**src/rtl/mem_arbiter_pkg.sv**
```systemverilog
// Shared types for the memory arbiter: FSM states, owner codes, access-size encodings
// and the fetch line-base helper.
package mem_arbiter_pkg;

    typedef enum logic [1:0] {
        ST_IDLE  = 2'd0,
        ST_ISSUE = 2'd1,
        ST_WAIT  = 2'd2,
        ST_GAP   = 2'd3
    } arb_state_e;

    typedef enum logic [1:0] {
        OWN_NONE = 2'd0,
        OWN_IF   = 2'd1,
        OWN_LSB  = 2'd2
    } arb_owner_e;

    localparam logic [2:0] PREC_B  = 3'b000;
    localparam logic [2:0] PREC_H  = 3'b001;
    localparam logic [2:0] PREC_W  = 3'b010;
    localparam logic [2:0] PREC_BS = 3'b100;
    localparam logic [2:0] PREC_HS = 3'b101;

    localparam int STARVE_MAX_DEFAULT = 4;

    // Fetches always move whole 64-byte lines.
    function automatic logic [31:0] line_base(input logic [31:0] pc);
        return {pc[31:6], 6'b0};
    endfunction

endpackage

```
**src/rtl/mem_arbiter_if.sv**
```systemverilog
// Bundle of fetch, LSB and mem_ctrl signals around the arbiter. Store data towards mem_ctrl
// is mc_lsb_wdata; mc_lsb_data carries load data back.
interface mem_arbiter_if;
    logic        rdy;
    logic        rollback;

    logic        if_req;
    logic [31:0] if_pc;
    logic        if_done;

    logic        lsb_req;
    logic        lsb_ls;
    logic [31:0] lsb_addr;
    logic [31:0] lsb_data;
    logic [2:0]  lsb_precise;
    logic [3:0]  lsb_rob;
    logic        lsb_done;
    logic [31:0] lsb_rdata;
    logic [3:0]  lsb_done_rob;

    logic        mc_inst_config;
    logic [31:0] mc_inst_pc;
    logic        mc_inst_done;

    logic        mc_lsb_config;
    logic        mc_lsb_ls;
    logic [31:0] mc_lsb_addr;
    logic [31:0] mc_lsb_wdata;
    logic [2:0]  mc_lsb_precise;
    logic [3:0]  mc_lsb_rob;
    logic        mc_lsb_done;
    logic [31:0] mc_lsb_data;

    // The arbiter itself.
    modport slave (
        input  rdy, rollback,
        input  if_req, if_pc, lsb_req, lsb_ls, lsb_addr, lsb_data, lsb_precise, lsb_rob,
        input  mc_inst_done, mc_lsb_done, mc_lsb_data,
        output if_done, lsb_done, lsb_rdata, lsb_done_rob,
        output mc_inst_config, mc_inst_pc,
        output mc_lsb_config, mc_lsb_ls, mc_lsb_addr, mc_lsb_wdata, mc_lsb_precise, mc_lsb_rob
    );

    // Requesters plus mem_ctrl.
    modport master (
        output rdy, rollback,
        output if_req, if_pc, lsb_req, lsb_ls, lsb_addr, lsb_data, lsb_precise, lsb_rob,
        output mc_inst_done, mc_lsb_done, mc_lsb_data,
        input  if_done, lsb_done, lsb_rdata, lsb_done_rob,
        input  mc_inst_config, mc_inst_pc,
        input  mc_lsb_config, mc_lsb_ls, mc_lsb_addr, mc_lsb_wdata, mc_lsb_precise, mc_lsb_rob
    );
endinterface

```
**src/rtl/arb_prio_sel.sv**
```systemverilog
// Winner select between fetch and LSB, with the anti-starvation counter that forces an
// LSB win after STARVE_MAX consecutive fetch grants taken while the LSB was waiting.
module arb_prio_sel #(
    parameter int STARVE_MAX = 4
) (
    input  logic clk,
    input  logic rst,
    input  logic grant,
    input  logic if_req,
    input  logic lsb_req,
    output logic lsb_wins
);

    localparam int              CW      = $clog2(STARVE_MAX + 1);
    localparam logic [CW-1:0]   CNT_MAX = CW'(STARVE_MAX);

    logic [CW-1:0] starve_cnt;

    assign lsb_wins = lsb_req && (!if_req || (starve_cnt == CNT_MAX));

    always_ff @(posedge clk) begin
        if (rst) begin
            starve_cnt <= '0;
        end else if (grant) begin
            if (lsb_wins || !lsb_req) begin
                starve_cnt <= '0;
            end else if (starve_cnt != CNT_MAX) begin
                starve_cnt <= starve_cnt + 1'b1;
            end
        end
    end

endmodule

```
**src/rtl/mem_arbiter.sv**
```systemverilog
// mem_arbiter: shares the single-port mem_ctrl between fetch line fills and LSB accesses.
// Define ARB_PERF_EN to add grant and wait-cycle performance counters.
module mem_arbiter
    import mem_arbiter_pkg::*;
#(
    parameter int STARVE_MAX = STARVE_MAX_DEFAULT
) (
    input  logic         clk,
    input  logic         rst,
    mem_arbiter_if.slave bus
`ifdef ARB_PERF_EN
    ,
    output logic [31:0]  perf_if_grants,
    output logic [31:0]  perf_lsb_grants,
    output logic [31:0]  perf_wait_cycles
`endif
);

    arb_state_e  state, state_nxt;
    arb_owner_e  owner;
    logic        grant, lsb_wins, load_abort;
    logic        inst_config, lsb_config, inst_fin, lsb_fin;
    logic        if_done_q, lsb_done_q;
    logic [31:0] lsb_rdata_q;
    logic [3:0]  lsb_done_rob_q;
    logic [31:0] inst_pc_q, lsb_addr_q, lsb_wdata_q;
    logic        lsb_ls_q;
    logic [2:0]  lsb_precise_q;
    logic [3:0]  lsb_rob_q;

    arb_prio_sel #(.STARVE_MAX(STARVE_MAX)) u_prio_sel (
        .clk      (clk),
        .rst      (rst),
        .grant    (grant),
        .if_req   (bus.if_req),
        .lsb_req  (bus.lsb_req),
        .lsb_wins (lsb_wins)
    );

    // Only a speculative load is dropped on rollback; stores and fetches run to completion.
    assign load_abort = bus.rollback && (owner == OWN_LSB) && lsb_ls_q;

    always_comb begin
        // NOTE: every signal gets a default first, so no path through the case infers a latch.
        state_nxt   = state;
        grant       = 1'b0;
        inst_config = 1'b0;
        lsb_config  = 1'b0;
        inst_fin    = 1'b0;
        lsb_fin     = 1'b0;
        if (bus.rdy) begin
            case (state)
                ST_IDLE: begin
                    if (!bus.rollback && (bus.if_req || bus.lsb_req)) begin
                        grant     = 1'b1;
                        state_nxt = ST_ISSUE;
                    end
                end
                ST_ISSUE: begin
                    inst_config = !load_abort && (owner == OWN_IF);
                    lsb_config  = !load_abort && (owner == OWN_LSB);
                    state_nxt   = load_abort ? ST_GAP : ST_WAIT;
                end
                ST_WAIT: begin
                    if (load_abort) begin
                        state_nxt = ST_GAP;
                    end else if ((owner == OWN_IF) && bus.mc_inst_done) begin
                        inst_fin  = 1'b1;
                        state_nxt = ST_GAP;
                    end else if ((owner == OWN_LSB) && bus.mc_lsb_done) begin
                        lsb_fin   = 1'b1;
                        state_nxt = ST_GAP;
                    end
                end
                ST_GAP:  state_nxt = ST_IDLE;
                default: state_nxt = ST_IDLE;
            endcase
        end
    end

    always_ff @(posedge clk) begin
        // NOTE: registers take non-blocking assignments so each one samples pre-edge values.
        if (rst) state <= ST_IDLE;
        else     state <= state_nxt;
    end

    always_ff @(posedge clk) begin
        if (rst) begin
            owner          <= OWN_NONE;
            if_done_q      <= 1'b0;
            lsb_done_q     <= 1'b0;
            lsb_rdata_q    <= '0;
            lsb_done_rob_q <= '0;
            inst_pc_q      <= '0;
            lsb_ls_q       <= 1'b0;
            lsb_addr_q     <= '0;
            lsb_wdata_q    <= '0;
            lsb_precise_q  <= '0;
            lsb_rob_q      <= '0;
        end else if (bus.rdy) begin
            if_done_q  <= inst_fin;
            lsb_done_q <= lsb_fin;
            if (grant) begin
                if (lsb_wins) begin
                    owner         <= OWN_LSB;
                    lsb_ls_q      <= bus.lsb_ls;
                    lsb_addr_q    <= bus.lsb_addr;
                    lsb_wdata_q   <= bus.lsb_data;
                    lsb_precise_q <= bus.lsb_precise;
                    lsb_rob_q     <= bus.lsb_rob;
                end else begin
                    owner     <= OWN_IF;
                    inst_pc_q <= line_base(bus.if_pc);
                end
            end else if (state == ST_GAP) begin
                owner <= OWN_NONE;
            end
            if (lsb_fin) begin
                lsb_rdata_q    <= bus.mc_lsb_data;
                lsb_done_rob_q <= lsb_rob_q;
            end
        end
    end

    // Done pulses are held through rdy=0 and show on the first ready cycle.
    assign bus.if_done        = if_done_q && bus.rdy;
    assign bus.lsb_done       = lsb_done_q && bus.rdy;
    assign bus.lsb_rdata      = lsb_rdata_q;
    assign bus.lsb_done_rob   = lsb_done_rob_q;
    assign bus.mc_inst_config = inst_config;
    assign bus.mc_inst_pc     = inst_pc_q;
    assign bus.mc_lsb_config  = lsb_config;
    assign bus.mc_lsb_ls      = lsb_ls_q;
    assign bus.mc_lsb_addr    = lsb_addr_q;
    assign bus.mc_lsb_wdata   = lsb_wdata_q;
    assign bus.mc_lsb_precise = lsb_precise_q;
    assign bus.mc_lsb_rob     = lsb_rob_q;

`ifdef ARB_PERF_EN
    always_ff @(posedge clk) begin
        if (rst) begin
            perf_if_grants   <= '0;
            perf_lsb_grants  <= '0;
            perf_wait_cycles <= '0;
        end else if (bus.rdy) begin
            if (grant && !lsb_wins) perf_if_grants  <= perf_if_grants + 32'd1;
            if (grant && lsb_wins)  perf_lsb_grants <= perf_lsb_grants + 32'd1;
            if (state == ST_WAIT)   perf_wait_cycles <= perf_wait_cycles + 32'd1;
        end
    end
`endif

endmodule

```
**src/flat_wrapper.sv**
```systemverilog
// flat-port wrapper written by rule: the top's interface ports become plain ports
module mem_arbiter_flat import mem_arbiter_pkg::*;
#(
    parameter int STARVE_MAX = STARVE_MAX_DEFAULT
)
  (clk, rst, bus_rdy, bus_rollback, bus_if_req, bus_if_pc, bus_lsb_req, bus_lsb_ls, bus_lsb_addr, bus_lsb_data, bus_lsb_precise, bus_lsb_rob, bus_mc_inst_done, bus_mc_lsb_done, bus_mc_lsb_data, bus_if_done, bus_lsb_done, bus_lsb_rdata, bus_lsb_done_rob, bus_mc_inst_config, bus_mc_inst_pc, bus_mc_lsb_config, bus_mc_lsb_ls, bus_mc_lsb_addr, bus_mc_lsb_wdata, bus_mc_lsb_precise, bus_mc_lsb_rob);
  mem_arbiter_if bus_i ();
  input  logic clk;
  input  logic rst;
  input wire logic [$bits(bus_i.rdy)-1:0] bus_rdy;
  input wire logic [$bits(bus_i.rollback)-1:0] bus_rollback;
  input wire logic [$bits(bus_i.if_req)-1:0] bus_if_req;
  input wire logic [$bits(bus_i.if_pc)-1:0] bus_if_pc;
  input wire logic [$bits(bus_i.lsb_req)-1:0] bus_lsb_req;
  input wire logic [$bits(bus_i.lsb_ls)-1:0] bus_lsb_ls;
  input wire logic [$bits(bus_i.lsb_addr)-1:0] bus_lsb_addr;
  input wire logic [$bits(bus_i.lsb_data)-1:0] bus_lsb_data;
  input wire logic [$bits(bus_i.lsb_precise)-1:0] bus_lsb_precise;
  input wire logic [$bits(bus_i.lsb_rob)-1:0] bus_lsb_rob;
  input wire logic [$bits(bus_i.mc_inst_done)-1:0] bus_mc_inst_done;
  input wire logic [$bits(bus_i.mc_lsb_done)-1:0] bus_mc_lsb_done;
  input wire logic [$bits(bus_i.mc_lsb_data)-1:0] bus_mc_lsb_data;
  output wire logic [$bits(bus_i.if_done)-1:0] bus_if_done;
  output wire logic [$bits(bus_i.lsb_done)-1:0] bus_lsb_done;
  output wire logic [$bits(bus_i.lsb_rdata)-1:0] bus_lsb_rdata;
  output wire logic [$bits(bus_i.lsb_done_rob)-1:0] bus_lsb_done_rob;
  output wire logic [$bits(bus_i.mc_inst_config)-1:0] bus_mc_inst_config;
  output wire logic [$bits(bus_i.mc_inst_pc)-1:0] bus_mc_inst_pc;
  output wire logic [$bits(bus_i.mc_lsb_config)-1:0] bus_mc_lsb_config;
  output wire logic [$bits(bus_i.mc_lsb_ls)-1:0] bus_mc_lsb_ls;
  output wire logic [$bits(bus_i.mc_lsb_addr)-1:0] bus_mc_lsb_addr;
  output wire logic [$bits(bus_i.mc_lsb_wdata)-1:0] bus_mc_lsb_wdata;
  output wire logic [$bits(bus_i.mc_lsb_precise)-1:0] bus_mc_lsb_precise;
  output wire logic [$bits(bus_i.mc_lsb_rob)-1:0] bus_mc_lsb_rob;
  assign bus_i.rdy = bus_rdy;
  assign bus_i.rollback = bus_rollback;
  assign bus_i.if_req = bus_if_req;
  assign bus_i.if_pc = bus_if_pc;
  assign bus_i.lsb_req = bus_lsb_req;
  assign bus_i.lsb_ls = bus_lsb_ls;
  assign bus_i.lsb_addr = bus_lsb_addr;
  assign bus_i.lsb_data = bus_lsb_data;
  assign bus_i.lsb_precise = bus_lsb_precise;
  assign bus_i.lsb_rob = bus_lsb_rob;
  assign bus_i.mc_inst_done = bus_mc_inst_done;
  assign bus_i.mc_lsb_done = bus_mc_lsb_done;
  assign bus_i.mc_lsb_data = bus_mc_lsb_data;
  assign bus_if_done = bus_i.if_done;
  assign bus_lsb_done = bus_i.lsb_done;
  assign bus_lsb_rdata = bus_i.lsb_rdata;
  assign bus_lsb_done_rob = bus_i.lsb_done_rob;
  assign bus_mc_inst_config = bus_i.mc_inst_config;
  assign bus_mc_inst_pc = bus_i.mc_inst_pc;
  assign bus_mc_lsb_config = bus_i.mc_lsb_config;
  assign bus_mc_lsb_ls = bus_i.mc_lsb_ls;
  assign bus_mc_lsb_addr = bus_i.mc_lsb_addr;
  assign bus_mc_lsb_wdata = bus_i.mc_lsb_wdata;
  assign bus_mc_lsb_precise = bus_i.mc_lsb_precise;
  assign bus_mc_lsb_rob = bus_i.mc_lsb_rob;
  mem_arbiter #(.STARVE_MAX(STARVE_MAX)) u_core (.clk(clk), .rst(rst), .bus(bus_i));
endmodule
```
**config.mk**
```make
export PLATFORM = sky130hd
export DESIGN_NAME = mem_arbiter_flat
export DESIGN_NICKNAME = d
export VERILOG_FILES = /design/src/rtl/mem_arbiter_pkg.sv /design/src/rtl/mem_arbiter_if.sv /design/src/rtl/arb_prio_sel.sv /design/src/rtl/mem_arbiter.sv /design/src/flat_wrapper.sv
export SDC_FILE = /design/constraint.sdc
export NUM_CORES = 1
export LEC_CHECK = 0
export CORE_MARGIN = 2
export CORE_UTILIZATION = 42
export DETAILED_ROUTE_END_ITERATION = 12
export GPL_TIMING_DRIVEN = 0
export PLACE_DENSITY_LB_ADDON = 0.08
export SYNTH_ARGS = -nofsm -noshare
export SYNTH_HDL_FRONTEND = slang
export SYNTH_SLANG_ARGS = --single-unit
```
**constraint.sdc**
```tcl
create_clock -name clk -period 3.8 [get_ports clk]
set_input_delay 0.76 -clock clk [delete_from_list [all_inputs] [get_ports clk]]
set_output_delay 0.76 -clock clk [all_outputs]
set_load 0.05 [all_outputs]
```
==> metrics.csv <==
metric,value,unit
dp.cells,1080,
grt_pass1_vias,4984,
setup_tns,0,ns
multi_input_area,0.00214,mm2
yosysWarningCount,0,
tightestPinTransition,0.566,ns
power_density,401,mW/mm2
cts_inserted_buffers,17,
insertion_delay,0.41,ns
rows,41,
gp_congestion,0.829,
fin_area,0.00889,mm2
post-place-ws,0.322,ns
vias,5212,
ys_seq_elements,143,
crit_type,primary input to output port,
clk_root_buffer_cell,clkbuf_16,
power,3.57,mW
die_w,117,um
ioPinCount,288,
drtIter0Drc,192,
period_needed,3.44,ns
avgRoutedWirePerCell,14.5,um
initial_core_util,42.7,%
finalHoldWorstSlack,0.448,ns
peakVddDrop,0.000281,V
clock_skew,0.00450,ns
grt_max_degree,17,
dieHeight,117,um
outcome,"complete, no violations",
cp-start-kind,primary input,
ant_nets,0,
die-area,0.0137,mm2
synth_top_cells_by_count,"nand2_1, dfxtp_1, a21oi_1, nor2_1, mux2i_1",
synth_seq_area_share,53.3,%
synthesis.area,0.00537,mm2
drive_above_1_share,7.03,%
num-nets-final,1077,
clk_pin_slew,0.05,ns
maxCapViolCount,0,
maxClockFrequency,291,MHz
firstDrtPassIters,4,
regArea,0.00286,mm2
synth_cell_types,41,
detailed_place.area,0.00834,mm2
grt_pass1_wl,24200,um
synth.top_cell.area_share,53.3,%
synth.avg_cell_area,8.53,um2
drc,0,
setup_viol,0,
crit_required,3.04,ns
holdBufCountCts,0,
synthTopCellsByArea,"dfxtp_1, nand2_1, a21oi_1, mux2i_1, nor2_1",
max_slew_margin,62.2,%
syn_inst,630,
rsz0062_at_grt,false,
async_flop_share,0,%
drt-total-wl,16100,um
grt_overflow_total,0,
leakage,3.11,nW
crit_fanout,8,
routed_via_density,4.69,
min_path_type,flop to flop,
antenna_found_initial,0,
synth-edff-count,0,
area_growth,65.5,%
cts_setup_buffers,0,
utilization,70.7,%
drv_slew,0,
cp.arrival,2.68,ns
synthMostInstantiatedCell,nand2_1,
dp_hpwl,12400,um
yosysTopAreaCell,dfxtp_1,
htreeDepth,4,
final_cells,1111,
setup_ws,0.364,ns
finalCritPeriodShare,90.4,%
finalHoldViolations,0,
clockBufferDepth,2,
fillers,1019,
cp-end-kind,output port,
track_usage,22.7,%
clock-sinks,143,
ctsResizeCount,0,
io_buffers,273,
synth_flop_cell,dfxtp_1,
core_area,0.0126,mm2
cts_tree,yes,
n_antenna_cell,0,
## cell type report
| type | instances | area share, % |
|---|---|---|
| Buffer | 49 | 4.04 |
| Inverter | 7 | 0.296 |
| Sequential cell | 143 | 32.2 |
| Tap cell | 172 | 2.42 |
| Clock inverter | 6 | 0.647 |
| Timing Repair Buffer | 273 | 30.7 |
| Multi-Input combinational cell | 436 | 24.1 |
| Clock buffer | 25 | 5.57 |
## logic make-up (layout without fill, tap and decap cells)
family | count (synthesis) | count (layout) | synth area share, %
mux | 26 | 26 | 4.85
flops | 143 | 143 | 53.3
fa+ha+maj | 6 | 6 | 1.40
other cells | 1 | 6 | 0.0698
simple gates | 268 | 268 | 19.9
compound gates | 130 | 130 | 13.3
buf+inv | 56 | 360 | 7.17
## cells in the final DEF (no fill, tap or decap), types with 7 or more instances in the layout
master           count
buf_4                7
mux2i_1             26
nor2_1              30
buf_2                7
dfxtp_1            143
clkdlybuf4s50_1    273
inv_1                7
nand2_1            222
clkbuf_1            25
a21oi_1            114
clkbuf_8            11
clkbuf_16           17
## state kept, by name, indices dropped and copies added (netlist names)
name / count
u_core.bus.lsb_rdata: 32
u_core.owner: 2
u_core.bus.mc_lsb_ls: 1
u_core.bus.mc_lsb_wdata: 32
u_core.state: 2
u_core.lsb_done_q: 1
u_core.bus.mc_lsb_rob: 4
u_core.if_done_q: 1
u_core.bus.mc_lsb_addr: 32
u_core.bus.mc_lsb_precise: 3
u_core.bus.mc_inst_pc: 26
u_core.bus.lsb_done_rob: 4
u_core.u_prio_sel.starve_cnt: 3
## worst max-delay path, stage by stage
cell	delay (ns)
clkdlybuf4s50_1	0.64
nand2_1	0.12
a211oi_1	0.28
clkdlybuf4s50_1	0.87
## where the power goes
group	switching [mW]	internal, mW	leakage (nW)	total, mW
Clock	0.582	0.961	0.273	1.54
Sequential	0.0189	1.53	1.16	1.55
Combinational	0.244	0.229	1.68	0.473
Total	0.845	2.72	3.11	3.57
## routing by layer
metal / wire length (um) / share of wire, % / GRT usage, % / up-vias
met3: 1470 / 9.2 / 8.14 / 30
met5: 0 / 0 / 0 / -
li1: - / - / - / 2628
met2: 7980 / 50 / 39.5 / 197
met4: 395 / 2.5 / 9.65 / 0
met1: 6250 / 39 / 25.3 / 2357
## final timing paths
| kind | startpoint | endpoint | slack (ns) | cells after the start |
|---|---|---|---|---|
| worst max register to register | u_core.state[0] | u_core.bus.mc_lsb_wdata[20] | 1.77 | 8 |
| worst max-delay path | bus_rdy | bus_mc_lsb_config | 0.36 | 4 |
| worst min register to register | u_core.lsb_done_q | u_core.lsb_done_q | 0.45 | 2 |
| worst min-delay path | u_core.lsb_done_q | u_core.lsb_done_q | 0.45 | 2 |
Power figures use the tool's default switching activity.
